### config.mk
export PLATFORM = sky130hd
export DESIGN_NAME = regfile_wb_scheduler
export DESIGN_NICKNAME = d
export VERILOG_FILES = /design/src/rtl/regfile_wb_scheduler_pkg.sv /design/src/rtl/rr_arbiter2.sv /design/src/rtl/regfile_wb_scheduler.sv
export SDC_FILE = /design/constraint.sdc
export NUM_CORES = 1
export LEC_CHECK = 0
export ABC_AREA = 0
export CELL_PAD_IN_SITES_DETAIL_PLACEMENT = 1
export CELL_PAD_IN_SITES_GLOBAL_PLACEMENT = 1
export CORE_ASPECT_RATIO = 1.75
export CORE_UTILIZATION = 30
export DETAILED_ROUTE_END_ITERATION = 8
export GPL_TIMING_DRIVEN = 0
export HOLD_SLACK_MARGIN = 0.06
export PLACE_DENSITY = 0.86
export SLEW_MARGIN = 20
export SYNTH_ARGS = -nofsm -noshare
export SYNTH_HDL_FRONTEND = slang
export SYNTH_SLANG_ARGS = --single-unit
### constraint.sdc
create_clock -name clk -period 4 [get_ports clk]
set_input_delay 1 -clock clk [delete_from_list [all_inputs] [get_ports clk]]
set_output_delay 1 -clock clk [all_outputs]
set_load 0.005 [all_outputs]
### src/rtl/regfile_wb_scheduler_pkg.sv
// Shared constants and types for the register-file write-back scheduler.
package regfile_wb_scheduler_pkg;

  localparam int REG_ADDR_W = 5;
  localparam int NUM_REGS   = 32;
  localparam int DATA_W     = 64;

  localparam logic [DATA_W-1:0]     zero_word = '0;
  localparam logic [REG_ADDR_W-1:0] reg_x0    = '0;

  // Which requester wins the next tie (both A and B valid).
  typedef enum logic {
    PRIO_A = 1'b0,
    PRIO_B = 1'b1
  } rr_prio_e;

endpackage

### src/rtl/rr_arbiter2.sv
// Two-input round-robin arbiter. req[0]/gnt[0] is requester A, req[1]/gnt[1]
// is requester B. The priority pointer only moves when both requested, so a
// lone requester never disturbs the tie order.
module rr_arbiter2
  import regfile_wb_scheduler_pkg::*;
(
  input  logic       clk,
  input  logic       rst,
  input  logic [1:0] req,
  output logic [1:0] gnt
);

  rr_prio_e prio_q, prio_d;

  // Grant selection and pointer advance on contention.
  always_comb begin
    gnt    = 2'b00;
    prio_d = prio_q;
    unique case (req)
      2'b01: gnt = 2'b01;
      2'b10: gnt = 2'b10;
      2'b11: begin
        if (prio_q == PRIO_A) begin
          gnt    = 2'b01;
          prio_d = PRIO_B;
        end else begin
          gnt    = 2'b10;
          prio_d = PRIO_A;
        end
      end
      default: gnt = 2'b00;
    endcase
  end

  // Priority pointer register; A wins the first tie after reset.
  always_ff @(posedge clk or posedge rst) begin
    if (rst) prio_q <= PRIO_A;
    else     prio_q <= prio_d;
  end

endmodule

### src/rtl/regfile_wb_scheduler.sv
// Write-back scheduler and scoreboard for the integer register file.
// Handshakes: a requester transfers in a cycle where valid && ready; ready is a
// combinational grant, and requesters hold rd/data stable while valid && !ready.
// issue_ready is combinational and does not depend on issue_valid.
module regfile_wb_scheduler
  import regfile_wb_scheduler_pkg::*;
#(
  parameter int DATA_WIDTH = 64
) (
  input  logic                  clk,
  input  logic                  rst,
  input  logic                  issue_valid,
  output logic                  issue_ready,
  input  logic [REG_ADDR_W-1:0] issue_rs1,
  input  logic [REG_ADDR_W-1:0] issue_rs2,
  input  logic [REG_ADDR_W-1:0] issue_rd,
  input  logic                  issue_wr,
  input  logic                  flush,
  input  logic                  a_valid,
  output logic                  a_ready,
  input  logic [REG_ADDR_W-1:0] a_rd,
  input  logic [DATA_WIDTH-1:0] a_data,
  input  logic                  b_valid,
  output logic                  b_ready,
  input  logic [REG_ADDR_W-1:0] b_rd,
  input  logic [DATA_WIDTH-1:0] b_data,
  output logic                  wr_en,
  output logic [REG_ADDR_W-1:0] wr_rd,
  output logic [DATA_WIDTH-1:0] wr_data,
  output logic [NUM_REGS-1:0]   busy
);

  logic [NUM_REGS-1:0]   busy_q, busy_d;
  logic                  wr_en_q, wr_en_d;
  logic [REG_ADDR_W-1:0] wr_rd_q, wr_rd_d;
  logic [DATA_WIDTH-1:0] wr_data_q, wr_data_d;
  logic [1:0]            gnt;
  logic                  haz;
  logic                  issue_fire;

  rr_arbiter2 u_arb (
    .clk (clk),
    .rst (rst),
    .req ({b_valid, a_valid}),
    .gnt (gnt)
  );

  assign a_ready = gnt[0];
  assign b_ready = gnt[1];

  // Hazard detection; busy_q[0] is always 0 so x0 never stalls.
  always_comb begin
    haz         = busy_q[issue_rs1] | busy_q[issue_rs2] | (issue_wr & busy_q[issue_rd]);
    issue_ready = ~flush & ~haz;
    issue_fire  = issue_valid & issue_ready & issue_wr & (issue_rd != reg_x0);
  end

  // Capture the granted write-back; an x0 write is consumed without a write.
  always_comb begin
    wr_en_d   = 1'b0;
    wr_rd_d   = wr_rd_q;
    wr_data_d = wr_data_q;
    if (gnt[0]) begin
      wr_en_d   = (a_rd != reg_x0);
      wr_rd_d   = a_rd;
      wr_data_d = a_data;
    end else if (gnt[1]) begin
      wr_en_d   = (b_rd != reg_x0);
      wr_rd_d   = b_rd;
      wr_data_d = b_data;
    end
  end

  // Scoreboard next state: clear on write, set on issue (set wins), flush wipes all.
  always_comb begin
    busy_d = busy_q;
    if (wr_en_q)    busy_d[wr_rd_q]  = 1'b0;
    if (issue_fire) busy_d[issue_rd] = 1'b1;
    if (flush)      busy_d           = '0;
    busy_d[0] = 1'b0;
  end

  // Write-back output register and scoreboard state.
  always_ff @(posedge clk or posedge rst) begin
    if (rst) begin
      wr_en_q   <= 1'b0;
      wr_rd_q   <= reg_x0;
      wr_data_q <= DATA_WIDTH'(zero_word);
      busy_q    <= '0;
    end else begin
      wr_en_q   <= wr_en_d;
      wr_rd_q   <= wr_rd_d;
      wr_data_q <= wr_data_d;
      busy_q    <= busy_d;
    end
  end

  assign wr_en   = wr_en_q;
  assign wr_rd   = wr_rd_q;
  assign wr_data = wr_data_q;
  assign busy    = busy_q;

endmodule

After elaboration in Yosys (flattened, before gate mapping). Index checks and enable logic that the tools add are counted.

Logic and storage cells: 54. Register bits: 102. Output and inout port bits: 105. Input bits: 160.

Magnitude comparators: 6. Equality and inequality tests: 3. Reductions and logical operators: 6. Mux-type cells: 22. Bitwise logic cells: 12.

Operators by type and width (count): two-way mux 64 bit (2); two-way mux 32 bit (3); AND 32 bit (1); inverter 32 bit (1); bitwise OR 32 bit (1); less-than comparator 5 x 6 -> 1 bit (second input constant) (4); binary-select mux 1 bit (select 5 bit) (3); nonzero test 5 bit (3); demux 1 bit (select 5 bit) (2); >= comparator 5 x 1 -> 1 bit (second input constant) (2); two-way mux 5 bit (2); two-way mux 1 bit (8); one-hot mux 2 bit (3 select lines) (1); AND 1 bit (5); equality test 2 bit (second input constant) (2); equality test 2 x 1 -> 1 bit (second input constant) (1); logical AND 1 bit (2); two-way mux 2 bit (1); inverter 1 bit (2); bitwise OR 1 bit (2); nonzero test 2 bit (1).

Logic depth before layout (Yosys ltp).
Depth after elaboration: 11. Gate-level depth with buffers: 9. Mapped depth without buffers: 6.

Hierarchy. Synthesis repeated with hierarchy kept, for this count alone.

Cells, all modules: 581. Area total of the unflattened synthesis: 5829.3 um^2.

Modules (own cells, without submodules): regfile_wb_scheduler (times used 1, area an instance 5769.3 um^2, sequential area each 2527.4 um^2, cells each 574); rr_arbiter2 (times used 1, area an instance 60.1 um^2, sequential area each 25.0 um^2, cells each 7).

Worst setup path before layout. No wires, ideal clock.

Kind: input to output. From: input issue_rs1[2]. To: output issue_ready. Data required time: 3.000 ns. Stages: 8. Data arrival time: 2.767 ns. Path buffers: 3. Path slack: 0.233 ns. Cell sequence: clkbuf_1 -> buf_2 -> mux4_2 -> mux2_2 -> a31oi_1 -> nand4_2 -> buf_6 -> a21oi_1.

Longest elaborated chain between the ends: 6.

RTL lines: start: declaration (line regfile_wb_scheduler.sv:14) `input logic [REG_ADDR_W-1:0] issue_rs1,`; binary-select mux 1 bit (select 5 bit) (line regfile_wb_scheduler.sv:53) `haz = busy_q[issue_rs1] | busy_q[issue_rs2] | (issue_wr & busy_q[issue_rd]);`; two-way mux 1 bit (implied by the code) (line regfile_wb_scheduler.sv:53); bitwise OR 1 bit (2 in a row) (line regfile_wb_scheduler.sv:53); inverter 1 bit (line regfile_wb_scheduler.sv:54) `issue_ready = ~flush & ~haz;`; AND 1 bit (line regfile_wb_scheduler.sv:54); end: declaration (line regfile_wb_scheduler.sv:13) `output logic issue_ready,`.

Every way passes these cells. The select of a mux whose other input is x is not followed.

Worst setup path in the final report.
From: input issue_rd[1]. To: output issue_ready.

Longest elaborated chain between the ends: 6.

RTL lines: start: declaration (line regfile_wb_scheduler.sv:16) `input logic [REG_ADDR_W-1:0] issue_rd,`; binary-select mux 1 bit (select 5 bit) (line regfile_wb_scheduler.sv:53); two-way mux 1 bit (implied by the code) (line regfile_wb_scheduler.sv:53); AND 1 bit (line regfile_wb_scheduler.sv:53); bitwise OR 1 bit (line regfile_wb_scheduler.sv:53); inverter 1 bit (line regfile_wb_scheduler.sv:54); AND 1 bit (line regfile_wb_scheduler.sv:54).

Every way passes these cells. The select of a mux whose other input is x is not followed.

==> out/metrics.csv <==
metric;value;unit
status;finished with violations;
failing checks;setup timing;
Initial Utilization;30.5;%
Pwr Density;352;nW/µm²
later-pin clock latency in the skew report;340;ps
hpwl dp;19100;µm
top-count cell post-synth;nand2_1;
met3 global-route usage;4.37;%
Final Instance Area;9000;µm²
Total Routed Length;24300;µm
DP Worst Slack;-1190;ps
Die X;106;µm
drt wl/cell;21.3;µm
final instance count without filler cells;1138;
CTS tree;done;
Num Clock Sinks;102;
Worst Tran Pin Value;689;ps
Worst Reg-to-Reg Cells;8;
Die ar.;19400;µm²
final hold violations;0;
drt pass-1 iters;4;
period utilization;101;%
critical path class;input port to output port;
grt ovf;0;
share of layout cells above drive strength 1;8.02;%
Slew Viols, Final;0;
vias in the first global route;6809;
initial antenna violation count;2;
Max Freq;0.247;GHz
initial drt markers;192;
synth top area cells;dfrtp_1 (45%), nand2_1 (11%), a22oi_1 (9.3%), o41ai_1 (4.8%), mux2i_1 (4.6%);
RSZ-0062 raised after global routing;true;
Cells after Synth;610;
synth cell count leaders;nand2_1 (170), dfrtp_1 (102), a22oi_1 (70);
Seq cells post-synth;102;
Yosys warnings;0;
Post-Syn Area per Cell;9.24;µm²
RR Endpoint;busy[6];
share of the synthesized area in the top cell type;45.3;%
final core occ;48.7;%
setup TNS;-44.1;ps
total of max-cap violations;0;
worst endpoint required time;3000;ps
Buffers on Ports;258;
FP Rows;66;
WP data arrival;3040;ps
placed cell area;8550;µm²
met1 GRT Util;24.4;%
launch point of the worst path;issue_rd[1];
CTS clk-pin slew, worst paths;80;ps
Layout Nets;1053;
IO Pins;265;
H-Tree Depth;3;
grt peak-use layer;met2;
clock tree root buffer cell;clkbuf_16;
Leak;3.78;nW
antenna-violating nets left;0;
sequential share of the synthesized area;45.3;%
Die Height;183;µm
Peak VDD IR;212;µV
post-layout min period;4040;ps
Syn Nets;770;
worst r2r src;busy[4];
leading area contributor after synthesis;dfrtp_1;
Area Growth Syn to Fin;59.7;%
clock skew;13.8;ps
Post-Synthesis Cell Area;5640;µm²
global routing met2 resource utilization;49.6;%
startpoint types;input port;
Setup WS post-layout;-44.1;ps
post-DR vias/cell;5.36;
GR Util All Layers;25.4;%
Setup crit end kind;output port;
relative slew slack;54.1;%
Synth async-reset ratio;100;%
Synth cell types;46;
RePlAce Congestion;0.971;
largest net degree at the start of global routing;69;
placed insts;1107;
Via Count;6104;
r2r setup slk;1210;ps
Worst Hold Slack;505;ps
overall power;3.17;mW
area of the core;18500;µm²
Crit Path Max Fanout;10;
first-pass GRT wire length;37400;µm
termination of the worst setup path;issue_ready;
final setup violation count;1;
Inserted Clock Buffers;9;
Main synth FF type;dfrtp_1;
EDFF count, synth;0;
# DRC;0;
CTS Buffer Depth;2;
Hold WC Path Type;flop to flop;
worst min-delay path by stage:
stage | from | end | slack, ps | cells past startpoint
floorplan | u_arb.prio_q | u_arb.prio_q | 440 | 1
CTS | wr_data[52] | wr_data[52] | 510 | 2
global route | wr_data[47] | wr_data[47] | 540 | 2
global placement | u_arb.prio_q | u_arb.prio_q | 460 | 1
detailed placement | wr_data[52] | wr_data[52] | 490 | 2
finish | wr_data[52] | wr_data[52] | 510 | 2
metal layers:
layer	vias up	wire length (µm)
met5	-	0
met4	0	1290
met3	86	1250
met2	285	13700
met1	2942	8040
li1	2791	-
sequential cells by signal (all words and copies together) (netlist names):
name / count
busy: 31
u_arb.prio_q: 1
wr_data: 64
wr_en: 1
wr_rd: 5
cell usage in the layout, fill, tap and decap left out, types with 3 or more instances in the layout:
cell type | netlist | routed
a21oi_1 | 4 | 3
a22oi_1 | 70 | 70
a311oi_1 | 3 | 3
a31oi_1 | 3 | 3
and3_1 | 4 | 4
buf_1 | 6 | 6
buf_4 | 1 | 14
buf_6 | 4 | 6
clkbuf_1 | 35 | 31
clkbuf_16 | 0 | 9
clkbuf_2 | 0 | 4
clkdlybuf4s50_1 | 0 | 255
dfrtp_1 | 102 | 102
inv_1 | 5 | 3
inv_6 | 0 | 4
mux2_2 | 9 | 9
mux2i_1 | 26 | 25
mux4_2 | 4 | 4
nand2_1 | 170 | 170
nand2b_1 | 3 | 3
nand3_1 | 7 | 7
nand3b_1 | 20 | 20
nor2_1 | 11 | 10
nor2b_1 | 24 | 24
nor3_1 | 8 | 8
nor3b_1 | 4 | 4
o21ai_0 | 21 | 20
o22ai_1 | 4 | 4
o41ai_1 | 31 | 31
or2_2 | 3 | 3
critical path, cell delays in order:
cell and delay (ps):
clkdlybuf4s50_1 530, buf_6 180, buf_8 150, mux2_2 340
a22oi_1 190, o22ai_1 100, nor2_1 190, nand2_1 110
a21oi_2 130, buf_2 120
layout make-up:
class                           instances  area (µm²)
Clock inverter                          6        51.3
Multi-Input combinational cell        453        2870
Antenna cell                            2        5.00
Fill cell                            2180        9490
Sequential cell                       102        2550
Clock buffer                           10         229
Tap cell                              238         298
Buffer                                 49         255
Inverter                                6        27.5
Timing Repair Buffer                  272        2710
power by group:
group / switching [mW] / total, mW / internal (mW)
clock network: 0.426 / 0.862 / 0.435
logic: 0.490 / 1.04 / 0.547
registers: 0.0969 / 1.27 / 1.17
logic make-up after synthesis:
kind of cell | Yosys count | synth area share, %
flip-flops | 102 | 45.3
multiplexers | 41 | 8.94
XOR/XNOR | 1 | 0.155
other | 1 | 0.0665
AND/OR/NAND/NOR | 264 | 21.8
buffers and inverters | 55 | 4.33
AO/OA/AOI/OAI | 146 | 19.4
timing repair:
item	CTS	global route
setup buffers	7	6
endpoints found under the hold margin	0	0
pin swaps	4	3
resized for setup	33	5
hold buffers	0	0
setup endpoints to repair	3	2
Note: power is estimated with default switching activity, not from simulation.
